$ cat src/rtl/xalu_conf_pkg.sv
// Shared constants, field codes and FSM encoding for the ALU configuration bank.
package xalu_conf_pkg;

  localparam int N_ALU         = 4;
  localparam int N_W           = 5;
  localparam int ALU_FNS_W     = 4;
  localparam int DATA_W        = 32;
  localparam int ALU_CONF_BITS = 2*N_W + ALU_FNS_W;

  // Low two address bits select the field inside a slot.
  localparam logic [1:0] ALU_CONF_SELA = 2'd0;
  localparam logic [1:0] ALU_CONF_SELB = 2'd1;
  localparam logic [1:0] ALU_CONF_FNS  = 2'd2;
  localparam logic [1:0] ALU_CONF_WORD = 2'd3;

  typedef enum logic [1:0] {
    ST_IDLE   = 2'd0,
    ST_WAIT   = 2'd1,
    ST_COMMIT = 2'd2
  } state_e;

endpackage

$ cat src/rtl/xalu_conf_slot.sv
// One ALU slot: shadow register written per field, active register loaded on commit.
// Shadow output port exists only when XALU_CONF_READBACK_EN is defined.
module xalu_conf_slot
  import xalu_conf_pkg::*;
#(
  parameter int SEL_W  = N_W,
  parameter int FNS_W  = ALU_FNS_W,
  parameter int CONF_W = 2*SEL_W + FNS_W
) (
  input  logic              clk,
  input  logic              rst_n,
  input  logic [3:0]        we_i,
  input  logic [CONF_W-1:0] wdata_i,
  input  logic              commit_i,
`ifdef XALU_CONF_READBACK_EN
  output logic [CONF_W-1:0] shadow_o,
`endif
  output logic [CONF_W-1:0] active_o
);

  logic [CONF_W-1:0] shadow_d, shadow_q;
  logic [CONF_W-1:0] active_d, active_q;

  always_comb begin
    shadow_d = shadow_q;
    if (we_i[ALU_CONF_SELA]) shadow_d[CONF_W-1 -: SEL_W] = wdata_i[SEL_W-1:0];
    if (we_i[ALU_CONF_SELB]) shadow_d[FNS_W +: SEL_W]    = wdata_i[SEL_W-1:0];
    if (we_i[ALU_CONF_FNS])  shadow_d[FNS_W-1:0]         = wdata_i[FNS_W-1:0];
    if (we_i[ALU_CONF_WORD]) shadow_d                    = wdata_i;
  end

  // Writes are blocked during the commit cycle, so shadow_q is already final here.
  always_comb begin
    active_d = active_q;
    if (commit_i) active_d = shadow_q;
  end

  always_ff @(posedge clk or negedge rst_n) begin
    if (!rst_n) begin
      shadow_q <= '0;
      active_q <= '0;
    end else begin
      shadow_q <= shadow_d;
      active_q <= active_d;
    end
  end

`ifdef XALU_CONF_READBACK_EN
  assign shadow_o = shadow_q;
`endif
  assign active_o = active_q;

endmodule

$ cat src/rtl/xalu_conf.sv
// ALU configuration bank: control-bus writes to shadow, atomic shadow->active commit while engine idle.
// XALU_CONF_READBACK_EN enables shadow readback; otherwise reads pulse ctrl_rvalid with zero data.
module xalu_conf
  import xalu_conf_pkg::*;
#(
  parameter int N_ALU  = xalu_conf_pkg::N_ALU,
  parameter int N_W    = xalu_conf_pkg::N_W,
  parameter int FNS_W  = xalu_conf_pkg::ALU_FNS_W,
  parameter int DATA_W = xalu_conf_pkg::DATA_W,
  localparam int CONF_W = 2*N_W + FNS_W,
  localparam int ADDR_W = $clog2(N_ALU) + 2
) (
  input  logic                    clk,
  input  logic                    rst_n,
  input  logic                    ctrl_valid,
  input  logic                    ctrl_we,
  input  logic [ADDR_W-1:0]       ctrl_addr,
  input  logic [DATA_W-1:0]       ctrl_data_in,
  output logic                    ctrl_ready,
  output logic                    ctrl_rvalid,
  output logic [DATA_W-1:0]       ctrl_data_out,
  input  logic                    update,
  input  logic                    engine_busy,
  output logic                    update_pending,
  output logic [N_ALU*CONF_W-1:0] configdata
);

  localparam int SLOT_W = ADDR_W - 2;

  state_e state_d, state_q;
  logic   ready_d, ready_q;
  logic   pending_d, pending_q;
  logic   rvalid_d, rvalid_q;

  logic              accept, wr_acc, rd_acc, commit;
  logic [SLOT_W-1:0] slot_idx;
  logic [1:0]        field;

  assign accept   = ctrl_valid && ready_q;
  assign wr_acc   = accept && ctrl_we;
  assign rd_acc   = accept && !ctrl_we;
  assign slot_idx = ctrl_addr[ADDR_W-1:2];
  assign field    = ctrl_addr[1:0];
  assign commit   = (state_q == ST_COMMIT);

`ifdef XALU_CONF_READBACK_EN
  logic [CONF_W-1:0] shadow [N_ALU];
`endif

  for (genvar i = 0; i < N_ALU; i++) begin : g_slot
    logic [3:0] we;
    assign we = (wr_acc && int'(slot_idx) == i) ? (4'b0001 << field) : 4'b0000;

    xalu_conf_slot #(
      .SEL_W (N_W),
      .FNS_W (FNS_W)
    ) u_slot (
      .clk      (clk),
      .rst_n    (rst_n),
      .we_i     (we),
      .wdata_i  (ctrl_data_in[CONF_W-1:0]),
      .commit_i (commit),
`ifdef XALU_CONF_READBACK_EN
      .shadow_o (shadow[i]),
`endif
      .active_o (configdata[i*CONF_W +: CONF_W])
    );
  end

  // WAIT absorbs repeated update pulses; COMMIT always lasts exactly one cycle.
  always_comb begin
    state_d = state_q;
    case (state_q)
      ST_IDLE:   if (update) state_d = engine_busy ? ST_WAIT : ST_COMMIT;
      ST_WAIT:   if (!engine_busy) state_d = ST_COMMIT;
      ST_COMMIT: state_d = ST_IDLE;
      default:   state_d = ST_IDLE;
    endcase
    ready_d   = (state_d != ST_COMMIT);
    pending_d = (state_d != ST_IDLE);
    rvalid_d  = rd_acc;
  end

  always_ff @(posedge clk or negedge rst_n) begin
    if (!rst_n) begin
      state_q   <= ST_IDLE;
      ready_q   <= 1'b1;
      pending_q <= 1'b0;
      rvalid_q  <= 1'b0;
    end else begin
      state_q   <= state_d;
      ready_q   <= ready_d;
      pending_q <= pending_d;
      rvalid_q  <= rvalid_d;
    end
  end

`ifdef XALU_CONF_READBACK_EN
  logic [DATA_W-1:0] rdata_d, rdata_q;
  logic [CONF_W-1:0] rd_word;

  always_comb begin
    rdata_d = rdata_q;
    rd_word = '0;
    if (rd_acc) begin
      rdata_d = '0;
      if (int'(slot_idx) < N_ALU) begin
        rd_word = shadow[slot_idx];
        case (field)
          ALU_CONF_SELA: rdata_d = DATA_W'(rd_word[CONF_W-1 -: N_W]);
          ALU_CONF_SELB: rdata_d = DATA_W'(rd_word[FNS_W +: N_W]);
          ALU_CONF_FNS:  rdata_d = DATA_W'(rd_word[FNS_W-1:0]);
          default:       rdata_d = DATA_W'(rd_word);
        endcase
      end
    end
  end

  always_ff @(posedge clk or negedge rst_n) begin
    if (!rst_n) rdata_q <= '0;
    else        rdata_q <= rdata_d;
  end

  assign ctrl_data_out = rdata_q;
`else
  assign ctrl_data_out = '0;
`endif

  assign ctrl_ready     = ready_q;
  assign ctrl_rvalid    = rvalid_q;
  assign update_pending = pending_q;

endmodule

$ cat config.mk
export PLATFORM = sky130hd
export DESIGN_NAME = xalu_conf
export DESIGN_NICKNAME = d
export VERILOG_FILES = /design/src/rtl/xalu_conf_pkg.sv /design/src/rtl/xalu_conf_slot.sv /design/src/rtl/xalu_conf.sv
export SDC_FILE = /design/constraint.sdc
export NUM_CORES = 1
export LEC_CHECK = 0
export CAP_MARGIN = 30
export CORE_MARGIN = 10
export CORE_UTILIZATION = 52
export DETAILED_ROUTE_END_ITERATION = 6
export HOLD_SLACK_MARGIN = 0.06
export PLACE_DENSITY = 0.9
export SYNTH_ARGS = -nofsm -noshare
export SYNTH_HDL_FRONTEND = slang
export SYNTH_SLANG_ARGS = --single-unit
export TNS_END_PERCENT = 10
$ cat constraint.sdc
create_clock -name clk -period 2.75 [get_ports clk]
set_input_delay 0.55 -clock clk [delete_from_list [all_inputs] [get_ports clk]]
set_output_delay 0.55 -clock clk [all_outputs]
set_load 0.005 [all_outputs]
[Word level (Yosys, flattened, before mapping)]
Cells that the tools add are included.
Word-level totals
  register bits after elaboration: 117
  input port bits: 42
  output and inout bits: 91
  logic and storage cells: 74
Operators by class
  eq/ne operators: 6
  shift operators: 1
  multiplexer cells: 24
  reduce and logical (&&, ||, !) cells: 23
Operator list (number)
  $mux 14: 4
  $mux 5: 8
  $mux 4: 8
  $reduce_bool 2->1: 13
  $logic_and 1x1->1: 7
  $eq 2x2->1 const B: 3
  $mux 2: 3
  $eq 2x1->1 const B: 2
  $logic_not 2->1: 2
  $pmux 2 s2: 1
  $shl 1x2->4 const A: 1
  $ne 2x2->1 const B: 1
  $logic_not 1->1: 1

[Logic depth before layout (Yosys ltp)]
  depth in word-level cells: 6
  mapped depth: 6
  mapped depth without buffers: 3

[Modules after synthesis]
Synthesis repeated with hierarchy kept, for this count alone.
Second synthesis, totals
  cells, all modules: 402
  area total of the unflattened synthesis: 5062.4 um^2
Modules (own cells, without submodules)
  xalu_conf_slot: instances 4, cells an instance 82, area an instance 1126.1 um^2, seq. area each 700.7 um^2
  xalu_conf: instances 1, cells an instance 74, area an instance 558.0 um^2, seq. area each 126.4 um^2

[Worst setup path after synthesis]
OpenSTA, ideal clock, no wires.
  path type: input to register
  start point: in ctrl_addr[3]
  end point: reg g_slot[1].u_slot.shadow_q[4]
  setup time: 125 ps
  data arrival time: 1530 ps
  data required time: 2625 ps
  setup slack: 1095 ps
  cell stages on the path: 4
  path buffers: 1
  path through: buf_2 > nand2b_1 > nor2_1 > mux2_2
On the way
  word-level cells in the longest chain between the ends: 4
  elaborated cells between the ends (all ways): 5
  classes of those cells: eq/ne: 1; mux: 2; reduce/logical: 2
RTL lines
  start: declaration: RTL line xalu_conf.sv:17  | input logic [ADDR_W-1:0] ctrl_addr,
  $eq 2x2->1 (*): RTL line xalu_conf.sv:52  | assign we = (wr_acc && int'(slot_idx) == i) ? (4'b0001 << field) : 4'b0000;
  $logic_and 1x1->1 (*): RTL line xalu_conf.sv:52
  $mux 4 (*): RTL line xalu_conf.sv:52
  $mux 14 or $reduce_bool 2->1 (tied branches)
  end signal: assignment: RTL line xalu_conf_slot.sv:43  | shadow_q <= shadow_d;
  end: declaration: RTL line xalu_conf_slot.sv:21  | logic [CONF_W-1:0] shadow_d, shadow_q;
Mark *: on every way between the ends. The rest lies on a longest branch, timed or not.
A chain may end at the register's enable or synchronous reset.

[Final worst setup path]
  start point: in ctrl_addr[1]
  end point: reg g_slot[0].u_slot.shadow_q[12]
On the way
  word-level cells in the longest chain between the ends: 3
  elaborated cells between the ends (all ways): 4
  classes of those cells: shift: 1; mux: 2; reduce/logical: 1
RTL lines (RTL line)
  $shl 1x2->4 (*): xalu_conf.sv:52
  $mux 4 (*): xalu_conf.sv:52
  $mux 14 or $reduce_bool 2->1 (tied branches)
  end signal: assignment: xalu_conf_slot.sv:43
  end: declaration: xalu_conf_slot.sv:21
Marks and branches as above.

==> summary.txt <==
Global routing
  • Global-route wire length before repair: 20.0 mm
  • Initial antenna violation count: 1
  • Number of global-route vias before repair: 3641
  • Largest net degree at the start of global routing: 51
  • GRT Residual Overflow: 0
  • GRT Util Overall: 17.7%

STA
  • Slew @ Worst Pin: around 1.1 ns
  • FMAX: 448 MHz
  • Worst-case clock skew: 0.0117 ns
  • Hold_ws: 0.0580 ns
  • Fin crit share: 81.2%
  • Final setup fails: 0
  • Tmin final: about 2.2 ns
  • Max-slew headroom: 27.4%
  • Setup TNS: 0 ns
  • RSZ-0062 raised after global routing: no
  • Final Max Tran Viols: 0
  • Fin. Hold Viols: 0

Floorplan
  • Core area: a little over 9000 µm²
  • Die X: 118 µm
  • Die footprint: approximately 14000 µm²
  • Starting density of the core: 54.0%
  • Site row count: 35
  • Number of I/O pins: 133
  • Die height: ~120 µm

Critical path
  • WP data required: 3.16 ns
  • Critical path launch point type: primary input
  • Crit-path max FO: 16
  • Crit. End Element: flip-flop
  • Critical Path AT: 2.65 ns
  • Reg2reg path depth: 3
  • Critical path class: in2reg

CTS
  • Maximum buffer depth of the clock tree: 2
  • Hold_buf cts: 0
  • H-tree depth: 4
  • CTS tree: done
  • Clk slew on worst S/H paths: 0.06 ns
  • Post-CTS sizing: 0
  • Clk Latency, worst-skew pair: about 0.52 ns
  • CTS sink cnt: 117
  • CTS Buf Count: 17
  • Clk root buf: clkbuf_8
  • Setup Fix Bufs, Post-CTS: 0

Drt
  • Antenna viol nets, final: 0
  • # DRC: 0
  • Initial detailed-routing violation count: between 200 and 250
  • Drt first pass iters: 5
  • WL/cell: ~20 µm
  • Total wire length: between 10 and 15 mm
  • DR vias: roughly 3300
  • Via/cell ratio: 5.44

Synthesis
  • Yosys top cell area share: between 50 and 60%
  • Netlist cell types: 37
  • Asr flop ratio synth: 100%
  • Syn Inst Count: 368
  • EDFF count, synth: 0
  • Syn avg cell area: 13.7 µm²
  • Top cells by count, synth: dfrtp_1 (116), mux2_2 (97), buf_4 (33)
  • Main synth FF type: dfrtp_1
  • Top-count cell post-synth: dfrtp_1
  • Yosys reg bits: 117
  • Area leader, netlist: dfrtp_1
  • Synth warn: 0
  • Dominant cells by area after synthesis: dfrtp_1 (58%), mux2_2 (22%), buf_4 (4.9%), o31ai_1 (2.2%), o211ai_1 (2.1%)
  • Synthesized cell area: 5030 µm²
  • Seq/Total Area, Yosys: 58.2%

Worst hold path
  • Hold WC Path Type: in2async

Pwr
  • Leakage: 2.84 nW
  • Pwr per Cell Area: between 900 and 1000 nW/µm²
  • Maximum vdd ir drop: about 560 µV

Placement
  • PortBufs: 82
  • Placed inst area: slightly below 6000 µm²
  • Final HPWL DP: 8.48 mm
  • Final RePlAce weighted congestion: between 0.8 and 0.9

Finish
  • Fin nets: 502
  • Area Overhead vs Synth: 28.8%
  • Post-route cell area: 6480 µm²
  • Layout cells sized above 1: 32.1%

Outcome
  • Status: finished clean

Run
  • MaxCap Viol Count: 0
-- per-stage QoR --
stage                     power [mW]  std cells  util, %  setup WS, ns
final                           6.26        603     69.5         0.518
after global routing            6.60        603     69.5         0.352
after CTS                       6.33        602     69.5         0.554
after detailed placement        4.16        570     63.2         0.111
after global placement          4.07        570     63.2         0.187
after floorplan                 3.19        399        -          1.10
-- logic make-up after synthesis --
group / synth area share [%]
AO/OA/AOI/OAI: 5.87
XOR/XNOR: 0.323
buffers and inverters: 7.06
flip-flops: 58.2
multiplexers: 21.7
other: 0.0745
AND/OR/NAND/NOR: 6.76
-- final timing paths --
kind / startpoint / end / slack (ns)
setup / recovery: ctrl_addr[1] / g_slot[0].u_slot.shadow_q[12] / 0.52
hold / removal: rst_n / g_slot[1].u_slot.active_o[5] / 0.06
setup reg to reg: ctrl_ready / g_slot[0].u_slot.shadow_q[1] / 0.82
hold reg to reg: g_slot[3].u_slot.shadow_q[2] / g_slot[3].u_slot.active_o[2] / 0.50
max in group asynchronous: rst_n / g_slot[2].u_slot.shadow_q[3] / 1.95
min in group clk: g_slot[3].u_slot.shadow_q[2] / g_slot[3].u_slot.active_o[2] / 0.50
-- layout by cell type, fill, tap and decap left out, types with 7 or more instances in the layout --
cell,count
nand4_1,15
buf_4,14
nor2_1,7
o31ai_1,15
o211ai_1,14
clkbuf_16,16
conb_1,32
dfrtp_1,116
nand2_1,7
clkdlybuf4s50_1,81
mux2_2,97
-- layer usage --
layer	global-route usage [%]	up-vias	wire (µm)	share of wire, %
met5	0	-	0	0
met4	5.80	0	108	0.90
met3	8.95	15	1340	11
met2	28.5	156	5960	50
met1	20.0	1629	4620	38
li1	-	1478	-	-
-- sequential cells by signal, indices dropped and copies added, names as in the netlist --
name and cells:
ctrl_ready 1, ctrl_rvalid 1, g_slot.u_slot.active_o 56, g_slot.u_slot.shadow_q 56, state_q 2, update_pending 1
-- final cells by class --
cell class	count	area [µm²]
well taps	129	161
repair buffers	96	936
multi-input cells	227	1870
flip-flops and latches	117	2930
fillers	627	2840
inverters	1	3.75
diodes	1	2.50
clock inverters	15	170
clock buffers	17	414
-- power breakdown --
| group | switching (mW) | internal (mW) | leakage, nW |
|---|---|---|---|
| logic | 0.532 | 1.03 | 1.09 |
| registers | 0.285 | 2.27 | 1.47 |
| clock network | 0.835 | 1.31 | 0.277 |
-- worst max-delay path, stage by stage --
cell and delay [ns]:
clkdlybuf4s50_1 0.73, nor2_1 0.97, nand3_1 0.17, o221ai_1 0.21
(Power assumes the default switching activity.)
